--- src/rtl/vend_pkg.sv ---
// Shared types and constants for the vending transaction controller:
// FSM state encoding, coin values, credit ceiling and slot price table.
package vend_pkg;

    typedef enum logic [2:0] {
        ST_IDLE     = 3'd0,
        ST_CHECK    = 3'd1,
        ST_DISPENSE = 3'd2,
        ST_CHANGE   = 3'd3,
        ST_FAULT    = 3'd4
    } vend_state_e;

    localparam logic [11:0] COIN_QUARTER = 12'd25;
    localparam logic [11:0] COIN_DOLLAR  = 12'd100;
    localparam logic [11:0] CREDIT_SAT   = 12'd4095;

    // Price in cents of each product slot.
    function automatic logic [11:0] slot_price(input logic [1:0] slot);
        logic [11:0] price;
        case (slot)
            2'd0:    price = 12'd25;
            2'd1:    price = 12'd50;
            2'd2:    price = 12'd75;
            2'd3:    price = 12'd100;
            default: price = 12'd100;
        endcase
        return price;
    endfunction

endpackage

--- src/rtl/vend_txn_ctrl_if.sv ---
// Front-panel / actuator bundle of the vending transaction controller.
// master = panel and actuator side, slave = the controller.
interface vend_txn_ctrl_if #(
    parameter int NUM_SLOTS = 4,
    parameter int CREDIT_W  = 12
);
    logic                 quater;
    logic                 dollar;
    logic [NUM_SLOTS-1:0] select;
    logic                 buy;
    logic                 cancel;
    logic [NUM_SLOTS-1:0] load;
    logic                 motor_done;
    logic [NUM_SLOTS-1:0] motor_en;
    logic                 change_pulse;
    logic [CREDIT_W-1:0]  money;
    logic                 vend_ok;
    logic                 vend_fail;
    logic [NUM_SLOTS-1:0] out_of_stock;
    logic                 busy;
    logic                 fault;

    modport master (
        output quater, dollar, select, buy, cancel, load, motor_done,
        input  motor_en, change_pulse, money, vend_ok, vend_fail,
               out_of_stock, busy, fault
    );

    modport slave (
        input  quater, dollar, select, buy, cancel, load, motor_done,
        output motor_en, change_pulse, money, vend_ok, vend_fail,
               out_of_stock, busy, fault
    );
endinterface

--- src/rtl/vend_edge_det.sv ---
// Single-bit rising-edge detector. The edge is flagged combinationally in
// the first cycle the level is seen high so the controller acts on it at
// the very next clock edge.
module vend_edge_det (
    input  logic clk,
    input  logic reset,
    input  logic level,
    output logic rise
);
    logic prev_r;

    // Remember the previous sampled level.
    always_ff @(posedge clk or negedge reset) begin
        if (!reset) begin
            prev_r <= 1'b0;
        end else begin
            prev_r <= level;
        end
    end

    assign rise = level & ~prev_r;
endmodule

--- src/rtl/vend_txn_ctrl.sv ---
// Vending transaction controller: credits coins, checks a selection
// against stock and price, drives the dispense motor with a timeout,
// and returns change as quarter pulses.
module vend_txn_ctrl
    import vend_pkg::*;
#(
    parameter int NUM_SLOTS     = 4,
    parameter int CREDIT_W      = 12,
    parameter int STOCK_MAX     = 15,
    parameter int MOTOR_TIMEOUT = 255
) (
    input logic           clk,
    input logic           reset,
    vend_txn_ctrl_if.slave bus
);
    localparam int SLOT_W = $clog2(NUM_SLOTS);
    localparam int SUM_W  = CREDIT_W + 2;
    localparam int CNT_W  = $clog2(MOTOR_TIMEOUT + 1);

    vend_state_e          state_r;
    logic [SLOT_W-1:0]    slot_r;
    logic [CREDIT_W-1:0]  money_r;
    logic [3:0]           stock_r [NUM_SLOTS];
    logic [NUM_SLOTS-1:0] motor_en_r;
    logic [NUM_SLOTS-1:0] oos_r;
    logic [CNT_W-1:0]     cnt_r;
    logic                 phase_r;
    logic                 vend_ok_r;
    logic                 vend_fail_r;
    logic                 change_pulse_r;
    logic                 busy_r;
    logic                 fault_r;

    logic                 quater_rise_s;
    logic                 dollar_rise_s;
    logic                 buy_rise_s;
    logic                 cancel_rise_s;
    logic [SLOT_W-1:0]    sel_idx_s;
    logic [CREDIT_W-1:0]  price_s;
    logic                 check_pass_s;
    logic                 timeout_s;
    logic [SUM_W-1:0]     add_s;
    logic [SUM_W-1:0]     inc_s;
    logic [SUM_W-1:0]     dec_s;
    logic [SUM_W-1:0]     sum_s;
    logic [CREDIT_W-1:0]  money_nxt_s;
    logic [3:0]           stock_nxt_s [NUM_SLOTS];

    vend_edge_det u_edge_quater (.clk(clk), .reset(reset), .level(bus.quater), .rise(quater_rise_s));
    vend_edge_det u_edge_dollar (.clk(clk), .reset(reset), .level(bus.dollar), .rise(dollar_rise_s));
    vend_edge_det u_edge_buy    (.clk(clk), .reset(reset), .level(bus.buy),    .rise(buy_rise_s));
    vend_edge_det u_edge_cancel (.clk(clk), .reset(reset), .level(bus.cancel), .rise(cancel_rise_s));

    // Selection index, price of the latched slot and the CHECK / timeout decisions.
    always_comb begin
        sel_idx_s = '0;
        for (int i = 0; i < NUM_SLOTS; i++) begin
            sel_idx_s = bus.select[i] ? SLOT_W'(i) : sel_idx_s;
        end
        price_s      = CREDIT_W'(slot_price(2'(slot_r)));
        check_pass_s = (state_r == ST_CHECK) && (stock_r[slot_r] != 4'd0) &&
                       (money_r >= price_s);
        timeout_s    = (state_r == ST_DISPENSE) && !bus.motor_done &&
                       (cnt_r == CNT_W'(MOTOR_TIMEOUT - 1));
    end

    // Net credit update: coins plus refund minus purchase or returned quarter,
    // saturating at the credit ceiling. A saturated, non-multiple-of-25 credit
    // returns its remainder on the last change pulse.
    always_comb begin
        add_s = '0;
        if (state_r != ST_FAULT) begin
            add_s = (quater_rise_s ? SUM_W'(COIN_QUARTER) : SUM_W'(0)) +
                    (dollar_rise_s ? SUM_W'(COIN_DOLLAR)  : SUM_W'(0));
        end else begin
            add_s = '0;
        end
        inc_s = timeout_s ? SUM_W'(price_s) : SUM_W'(0);
        if (check_pass_s) begin
            dec_s = SUM_W'(price_s);
        end else if ((state_r == ST_CHANGE) && !phase_r && (money_r != '0)) begin
            dec_s = (money_r < CREDIT_W'(COIN_QUARTER)) ? SUM_W'(money_r) : SUM_W'(COIN_QUARTER);
        end else begin
            dec_s = '0;
        end
        sum_s = SUM_W'(money_r) + add_s + inc_s - dec_s;
        if (sum_s > SUM_W'(CREDIT_SAT)) begin
            money_nxt_s = CREDIT_W'(CREDIT_SAT);
        end else begin
            money_nxt_s = CREDIT_W'(sum_s);
        end
    end

    // Next stock per slot: restock overrides the purchase decrement.
    always_comb begin
        for (int i = 0; i < NUM_SLOTS; i++) begin
            if (bus.load[i]) begin
                stock_nxt_s[i] = 4'(STOCK_MAX);
            end else if (check_pass_s && (slot_r == SLOT_W'(i))) begin
                stock_nxt_s[i] = stock_r[i] - 4'd1;
            end else begin
                stock_nxt_s[i] = stock_r[i];
            end
        end
    end

    // Transaction FSM with all datapath registers and registered outputs.
    always_ff @(posedge clk or negedge reset) begin
        if (!reset) begin
            state_r        <= ST_IDLE;
            slot_r         <= '0;
            money_r        <= '0;
            motor_en_r     <= '0;
            oos_r          <= '0;
            cnt_r          <= '0;
            phase_r        <= 1'b0;
            vend_ok_r      <= 1'b0;
            vend_fail_r    <= 1'b0;
            change_pulse_r <= 1'b0;
            busy_r         <= 1'b0;
            fault_r        <= 1'b0;
            for (int i = 0; i < NUM_SLOTS; i++) begin
                stock_r[i] <= 4'(STOCK_MAX);
            end
        end else begin
            money_r        <= money_nxt_s;
            vend_ok_r      <= 1'b0;
            vend_fail_r    <= 1'b0;
            change_pulse_r <= 1'b0;
            for (int i = 0; i < NUM_SLOTS; i++) begin
                stock_r[i] <= stock_nxt_s[i];
                oos_r[i]   <= (stock_r[i] == 4'd0);
            end
            case (state_r)
                ST_IDLE: begin
                    if (buy_rise_s) begin
                        if ($onehot(bus.select)) begin
                            slot_r  <= sel_idx_s;
                            state_r <= ST_CHECK;
                            busy_r  <= 1'b1;
                        end else begin
                            vend_fail_r <= 1'b1;
                        end
                    end else if (cancel_rise_s && (money_r != '0)) begin
                        phase_r <= 1'b0;
                        state_r <= ST_CHANGE;
                        busy_r  <= 1'b1;
                    end
                end
                ST_CHECK: begin
                    if (check_pass_s) begin
                        motor_en_r <= NUM_SLOTS'(1) << slot_r;
                        cnt_r      <= '0;
                        state_r    <= ST_DISPENSE;
                    end else begin
                        vend_fail_r <= 1'b1;
                        state_r     <= ST_IDLE;
                        busy_r      <= 1'b0;
                    end
                end
                ST_DISPENSE: begin
                    if (bus.motor_done) begin
                        motor_en_r <= '0;
                        vend_ok_r  <= 1'b1;
                        phase_r    <= 1'b0;
                        if (money_nxt_s != '0) begin
                            state_r <= ST_CHANGE;
                        end else begin
                            state_r <= ST_IDLE;
                            busy_r  <= 1'b0;
                        end
                    end else if (timeout_s) begin
                        motor_en_r <= '0;
                        fault_r    <= 1'b1;
                        phase_r    <= 1'b0;
                        state_r    <= ST_CHANGE;
                    end else begin
                        cnt_r <= cnt_r + CNT_W'(1);
                    end
                end
                ST_CHANGE: begin
                    if (phase_r) begin
                        phase_r <= 1'b0;
                    end else if (money_r != '0) begin
                        change_pulse_r <= 1'b1;
                        phase_r        <= 1'b1;
                    end else begin
                        state_r <= fault_r ? ST_FAULT : ST_IDLE;
                        busy_r  <= fault_r;
                    end
                end
                ST_FAULT: begin
                    if (buy_rise_s) begin
                        vend_fail_r <= 1'b1;
                    end
                end
                default: begin
                    motor_en_r <= '0;
                    state_r    <= ST_IDLE;
                    busy_r     <= 1'b0;
                end
            endcase
        end
    end

    assign bus.motor_en     = motor_en_r;
    assign bus.change_pulse = change_pulse_r;
    assign bus.money        = money_r;
    assign bus.vend_ok      = vend_ok_r;
    assign bus.vend_fail    = vend_fail_r;
    assign bus.out_of_stock = oos_r;
    assign bus.busy         = busy_r;
    assign bus.fault        = fault_r;
endmodule

--- src/flat_wrapper.sv ---
// flat-port wrapper written by rule: the top's interface ports become plain ports
module vend_txn_ctrl_flat import vend_pkg::*;
#(
    parameter int NUM_SLOTS     = 4,
    parameter int CREDIT_W      = 12,
    parameter int STOCK_MAX     = 15,
    parameter int MOTOR_TIMEOUT = 255
)
  (clk, reset, bus_quater, bus_dollar, bus_select, bus_buy, bus_cancel, bus_load, bus_motor_done, bus_motor_en, bus_change_pulse, bus_money, bus_vend_ok, bus_vend_fail, bus_out_of_stock, bus_busy, bus_fault);
  vend_txn_ctrl_if #(.NUM_SLOTS(NUM_SLOTS), .CREDIT_W(CREDIT_W)) bus_i ();
  input logic clk;
  input logic reset;
  input wire logic [$bits(bus_i.quater)-1:0] bus_quater;
  input wire logic [$bits(bus_i.dollar)-1:0] bus_dollar;
  input wire logic [$bits(bus_i.select)-1:0] bus_select;
  input wire logic [$bits(bus_i.buy)-1:0] bus_buy;
  input wire logic [$bits(bus_i.cancel)-1:0] bus_cancel;
  input wire logic [$bits(bus_i.load)-1:0] bus_load;
  input wire logic [$bits(bus_i.motor_done)-1:0] bus_motor_done;
  output wire logic [$bits(bus_i.motor_en)-1:0] bus_motor_en;
  output wire logic [$bits(bus_i.change_pulse)-1:0] bus_change_pulse;
  output wire logic [$bits(bus_i.money)-1:0] bus_money;
  output wire logic [$bits(bus_i.vend_ok)-1:0] bus_vend_ok;
  output wire logic [$bits(bus_i.vend_fail)-1:0] bus_vend_fail;
  output wire logic [$bits(bus_i.out_of_stock)-1:0] bus_out_of_stock;
  output wire logic [$bits(bus_i.busy)-1:0] bus_busy;
  output wire logic [$bits(bus_i.fault)-1:0] bus_fault;
  assign bus_i.quater = bus_quater;
  assign bus_i.dollar = bus_dollar;
  assign bus_i.select = bus_select;
  assign bus_i.buy = bus_buy;
  assign bus_i.cancel = bus_cancel;
  assign bus_i.load = bus_load;
  assign bus_i.motor_done = bus_motor_done;
  assign bus_motor_en = bus_i.motor_en;
  assign bus_change_pulse = bus_i.change_pulse;
  assign bus_money = bus_i.money;
  assign bus_vend_ok = bus_i.vend_ok;
  assign bus_vend_fail = bus_i.vend_fail;
  assign bus_out_of_stock = bus_i.out_of_stock;
  assign bus_busy = bus_i.busy;
  assign bus_fault = bus_i.fault;
  vend_txn_ctrl #(.NUM_SLOTS(NUM_SLOTS), .CREDIT_W(CREDIT_W), .STOCK_MAX(STOCK_MAX), .MOTOR_TIMEOUT(MOTOR_TIMEOUT)) u_core (.clk(clk), .reset(reset), .bus(bus_i));
endmodule
--- config.mk ---
export PLATFORM = sky130hd
export DESIGN_NAME = vend_txn_ctrl_flat
export DESIGN_NICKNAME = d
export VERILOG_FILES = /design/src/rtl/vend_pkg.sv /design/src/rtl/vend_txn_ctrl_if.sv /design/src/rtl/vend_edge_det.sv /design/src/rtl/vend_txn_ctrl.sv /design/src/flat_wrapper.sv
export SDC_FILE = /design/constraint.sdc
export NUM_CORES = 1
export LEC_CHECK = 0
export CAP_MARGIN = 25
export CORE_MARGIN = 2
export CORE_UTILIZATION = 53
export CTS_CLUSTER_SIZE = 14
export DETAILED_ROUTE_END_ITERATION = 8
export PLACE_DENSITY = 0.78
export SYNTH_ARGS = -nofsm -noshare
export SYNTH_HDL_FRONTEND = slang
export SYNTH_HIERARCHICAL = 1
export SYNTH_SLANG_ARGS = --single-unit
--- constraint.sdc ---
create_clock -name clk -period 4.95 [get_ports clk]
set_input_delay 0.99 -clock clk [delete_from_list [all_inputs] [get_ports clk]]
set_output_delay 0.99 -clock clk [all_outputs]
set_load 0.01 [all_outputs]
==> After elaboration in Yosys (flattened, before gate mapping) <==
Cells that the tools add are included.
W data, S select, Z words.
{ "word_totals": {"regBits": 59, "inputBits": 15, "output_inout_bits": 25, "elab_cells": 174} }
{ "op_classes": {"eq_ne": 23, "n_bitwise": 12, "n_lt_le_gt_ge": 4, "shift": 1, "n_reduce_logical": 36, "n_mux": 66, "add_sub_neg": 12} }
{ "ops": {"columns": ["operator", "count"], "rows": [
  ["$mux W4", 13],
  ["$pmux W12 S4", 1],
  ["$mux W14", 3],
  ["$mux W12", 3],
  ["$add A14 B14 Y14", 2],
  ["$mux W3", 8],
  ["$mux W8", 3],
  ["$reduce_bool A12 Y1", 2],
  ["$mux W1", 22],
  ["$logic_not A4 Y1", 4],
  ["$ne A2 B2 Y1 const B", 8],
  ["$pmux W8 S2", 1],
  ["$sub A4 B1 Y4 const B", 4],
  ["$pmux W3 S5", 1],
  ["$add A12 B14 Y14", 1],
  ["$gt A14 B12 Y1 const B", 1],
  ["$sub A14 B14 Y14", 1],
  ["$ge A12 B12 Y1", 1],
  ["$lt A12 B5 Y1 const B", 1],
  ["$pmux W4 S3", 1],
  ["$logic_and A1 B1 Y1", 11],
  ["$reduce_bool A2 Y1", 5],
  ["$reduce_and A3 Y1", 3],
  ["$add A8 B1 Y8 const B", 1],
  ["32 further kinds", 53]
]} }

==> Logic depth before layout (Yosys ltp) <==
{ "logic_depth": {"ltp_word": 15, "depth_mapped": 25, "mapped_depth_nobuf": 24} }

==> Hierarchy <==
Netlist, hierarchy kept.
{ "modules_own_cells": {"columns": ["module", "instances", "area_per_inst_um2", "cells_per_inst", "seq_area_each_um2"], "rows": [
  ["vend_txn_ctrl", 1, 4194.0, 455, 1396.3],
  ["vend_edge_det", 4, 38.8, 2, 25.0]
]} }

==> Least setup slack after synthesis <==
No wires, ideal clock.
{ "synth_path": {"path_kind": "register to register", "startpoint": "register u_core.slot_r[0]", "endpoint": "register u_core.state_r[1]", "synth_period_minus_slack_ns": 5.493, "stages_incl_launch_ff": 24, "arrival_time_ns": 5.374, "path_slack_ns": -0.543, "t_required_ns": 4.830, "path_buffers": 1, "setup_time_ns": 0.120, "path_cell_list": "dfrtp_1 inv_1 ha_1 nor2_1 inv_1 ha_1 nor2b_1 o21ai_0 a31oi_1 o21ai_0 clkbuf_1 nand2_1 nor3_1 fa_1 fa_1 inv_1 ha_1 a21oi_1 o211ai_1 a21o_1 a22oi_1 nand4b_1 or4_1 and3_1"} }
{ "synth_via": {"elab_chain_len": 15, "elab_cells_between_ends": 24, "cone_classes": "2 x add/sub; 2 x order compare; 3 x eq/ne; 11 x mux; 1 x bitwise; 5 x reduce/logical"} }
{ "synth_lines": {"columns": ["item", "line", "text"], "rows": [
  ["start: declaration", "vend_txn_ctrl.sv:21", "logic [SLOT_W-1:0] slot_r;"],
  ["start signal: assignment", "vend_txn_ctrl.sv:138", "slot_r <= sel_idx_s;"],
  ["parallel branches: the longest is 14 deep, another holds $add A14 B14 Y14", null, null],
  ["$pmux W3 S5 (*)", "vend_txn_ctrl.sv:134", "case (state_r)"],
  ["end signal: assignment", "vend_txn_ctrl.sv:188", "state_r <= fault_r ? ST_FAULT : ST_IDLE;"],
  ["end: declaration", "vend_txn_ctrl.sv:20", "vend_state_e state_r;"]
]} }
Mark *: on every way between the ends. The select of a mux whose other input is x is not followed.
A chain may end at the register's enable or synchronous reset.

==> Worst setup path in the final report <==
{ "layout_path": {"startpoint": "register u_core.slot_r[1]", "endpoint": "register u_core.state_r[1]"} }
The elaborated chain is that of the path after synthesis.

==> impl_metrics.py <==
metrics = {
    "global_routing": {
        "grt_max_degree": 60,
        "gr-total-overflow": 0,
        "antenna_found_initial": 0,
        "grt_pass1_wl_mm": 20.0,
        "grt_usage_pct": 29.1,
        "grt_pass1_vias": 4253,
    },
    "sta": {
        "max_freq_ghz": 0.190,
        "worstMarginPinSlew_ns": 0.900,
        "fin_crit_ns": 5.26,
        "slew_violations": 0,
        "rsz0062_at_grt": "yes",
        "fin_crit_sh_pct": 106,
        "skew_ns": 0.00703,
        "slew_headroom_pct": 39.8,
        "finalHoldViolCount": 0,
        "setup_viol": 15,
        "fin_ws_ns": -0.313,
        "fin_setup_tns_ns": -1.68,
    },
    "final_layout": {
        "area_growth_pct": 44.0,
        "layout.nets": 686,
        "fin_area_um2": 6260,
        "antenna_cells": 0,
        "drive_gt1_share_pct": 35.2,
        "final_cells": 721,
    },
    "pwr": {
        "power_density_nw_per_um2": 801,
        "p_leak_nw": 2.87,
        "ir_worst_vdd_mv": 1.06,
    },
    "logic_synthesis": {
        "yosys.cell_types.count": 61,
        "syn-instance-count": 463,
        "synth.most_common_cell": "inv_1",
        "synth_async_sr_flop_share_pct": 100,
        "synth_edf_count": 0,
        "yosysTopAreaCell": "dfrtp_1",
        "ys_ff_latch": 59,
        "seq_area_frac_synth_pct": 34.4,
        "syn-cell-area_um2": 4350,
        "synth_area_leaders": "dfrtp_1 (25%), ha_1 (13%), dfstp_2 (9.7%), fa_1 (6.9%), inv_1 (4.5%)",
        "synthFlopType": "dfrtp_1",
        "yosysWarnings": 6,
        "synth.cells.most_frequent": "inv_1 (52), ha_1 (45), nand2_1 (44)",
        "syn_area_per_cell_um2": 9.39,
        "synthDominantCellAreaShare_pct": 24.7,
    },
    "run_status": {
        "violations": "negative setup slack",
        "status": "finished, violations left",
    },
    "die": {
        "die_width_um": 94.6,
        "start_util_pct": 53.7,
        "io_pins": 40,
        "dieArea_um2": 8950,
        "rows": 33,
        "die_h_um": 94.6,
        "core_area_um2": 8090,
    },
    "placement": {
        "gp_congestion": 0.881,
        "port_buffers": 39,
        "dpl_cell_area_um2": 5570,
        "dp_hpwl_mm": 8.68,
        "place_inst": 683,
    },
    "clock_tree": {
        "cts.sinks": 59,
        "cts.reportedPaths.clkPinSlew_ns": 0.07,
        "max-clock-path-buffers": 2,
        "cts_tree": "yes",
        "clockRootBuffer": "clkbuf_8",
        "worstSkewPairLatency_ns": 0.35,
        "cts_buffers": 9,
        "htreeDepth": 3,
    },
    "drt": {
        "drcViolationCount": 0,
        "via_per_inst": 5.79,
        "initialDrtViolationCount": 312,
        "wire_per_inst_um": 18.4,
        "routed-via-count": 4171,
        "firstDrtPassIters": 5,
        "wl_mm": 13.2,
        "antenna_left": 0,
    },
    "critical_path": {
        "cp_data_arrival_time_ns": 5.51,
        "critPathCaptureType": "flip-flop",
        "crit_chain": "buf_4 > ha_1 > nor2_1 > ha_1 > a21oi_2 > o21a_1 > nor3_2 > a21o_1 > fa_1 > inv_1 > fa_2 > inv_2 > fa_2 > nand2b_4 > a21oi_4 > o21ai_2 > buf_4 > xor2_2 > nand2_1 > or4_1 > and3_4",
        "crit_path_start_kind": "flip-flop",
        "critical_path.max_fanout": 4,
        "critPathRequiredTime_ns": 5.20,
        "path_class": "reg2reg",
        "slowest_delay_ns": 0.62,
        "slowest_stage": "fa_2",
    },
    "hold_path": {
        "min_path_type": "reg2reg",
    },
    "run": {
        "maxCapViolations": 0,
    },
}
==> state kept, by name, summed over array words and instances, names as in the netlist, 2 cells and up <==
signal	count
u_core/stock_r	16
u_core/bus.out_of_stock	4
u_core/bus.money	12
u_core/cnt_r	8
u_core/slot_r	2
u_core/state_r	3
u_core/bus.motor_en	4
==> layout make-up <==
| class | instances | area [um^2] |
|---|---|---|
| multi-input cells | 348 | 3040 |
| well taps | 105 | 131 |
| repair buffers | 140 | 1160 |
| fillers | 492 | 1830 |
| inverters | 53 | 204 |
| clock inverters | 6 | 88.8 |
| clock buffers | 10 | 138 |
| flip-flops and latches | 59 | 1500 |
==> metal layers <==
| layer | global-route usage [%] | wire [um] | vias to the layer above |
|---|---|---|---|
| met5 | 0 | 0 | - |
| met4 | 13.6 | 808 | 0 |
| met3 | 6.54 | 644 | 80 |
| met2 | 51.1 | 6690 | 195 |
| met1 | 33.9 | 5100 | 2005 |
| li1 | - | - | 1891 |
==> through the flow <==
step | setup WS (ns) | utilization, % | hold slack [ns] | power (mW)
final | -0.313 | 77.4 | 0.512 | 5.02
after CTS | -0.146 | 75.1 | 0.514 | 4.59
after detailed placement | -0.349 | 68.8 | 0.500 | 3.72
after global routing | -0.423 | 77.4 | 0.541 | 5.36
after floorplan | 0.0114 | - | 0.498 | 2.50
after global placement | -0.158 | 68.8 | 0.475 | 3.64
==> cells in the final DEF (no fill, tap or decap), types with 6 or more instances in the layout <==
cell,instances
buf_4,99
inv_1,46
nand2_1,41
dfrtp_1,41
clkdlybuf4s50_1,38
nor2_1,32
ha_1,30
xor2_1,16
dfstp_2,16
fa_1,13
nand4_1,12
nand2b_1,12
a21oi_1,12
ha_4,12
nor3_1,11
clkbuf_8,10
nand3_1,10
a21o_1,9
o21ai_0,8
nor4_1,7
a21oi_2,6
xnor2_1,6
conb_1,6
==> worst max-delay path, delay by kind of cell, from the launching register on <==
family / cells / cell delay, ns
adder cells (fa/ha/maj): 5 / 2.02
XOR/XNOR: 1 / 0.18
buffers and inverters: 4 / 0.43
AO/OA/AOI/OAI: 5 / 0.87
AND/OR/NAND/NOR: 6 / 1.19
flip-flops: 1 / 0.46
==> where the power goes <==
part / internal [mW] / switching, mW / total, mW / leakage, nW
combinational: 1.92 / 1.92 / 3.84 / 2.08
clock: 0.297 / 0.208 / 0.504 / 0.108
sequential: 0.590 / 0.0906 / 0.681 / 0.680
total: 2.80 / 2.22 / 5.02 / 2.87
==> final timing paths <==
| path | startpoint | to | slack [ns] | depth (start not counted) |
|---|---|---|---|---|
| setup reg to reg | u_core/slot_r[1] | u_core/state_r[1] | -0.31 | 21 |
| min in group asynchronous | reset | u_core/bus.out_of_stock[2] | 0.79 | 2 |
| hold reg to reg | u_core/bus.motor_en[3] | u_core/bus.motor_en[3] | 0.51 | 1 |
| max in group asynchronous | reset | u_core/slot_r[0] | 3.63 | 2 |
| hold / removal | u_core/bus.motor_en[3] | u_core/bus.motor_en[3] | 0.51 | 1 |
| setup / recovery | u_core/slot_r[1] | u_core/state_r[1] | -0.31 | 21 |
==> kinds of logic (layout without fill, tap and decap cells) <==
group / after synthesis / count (layout) / share of synthesized area, %
buffers and inverters: 61 / 209 / 5.47
other: 1 / 6 / 0.0862
adders and majority gates: 60 / 60 / 19.9
and+or+nand+nor: 173 / 173 / 21.4
muxes: 5 / 5 / 1.55
AOI/OAI and AO/OA: 80 / 80 / 12.4
xor gates and xnor gates: 24 / 24 / 4.83
DFF: 59 / 59 / 34.4
==> what timing repair did <==
| item | CTS | global route |
|---|---|---|
| resized for setup | 38 | 25 |
| hold buffers | 0 | 0 |
| setup buffers | 16 | 7 |
| setup endpoints to repair | 15 | 15 |
| pin swaps | 35 | 27 |
No activity file was read; power rests on OpenSTA's default activity.
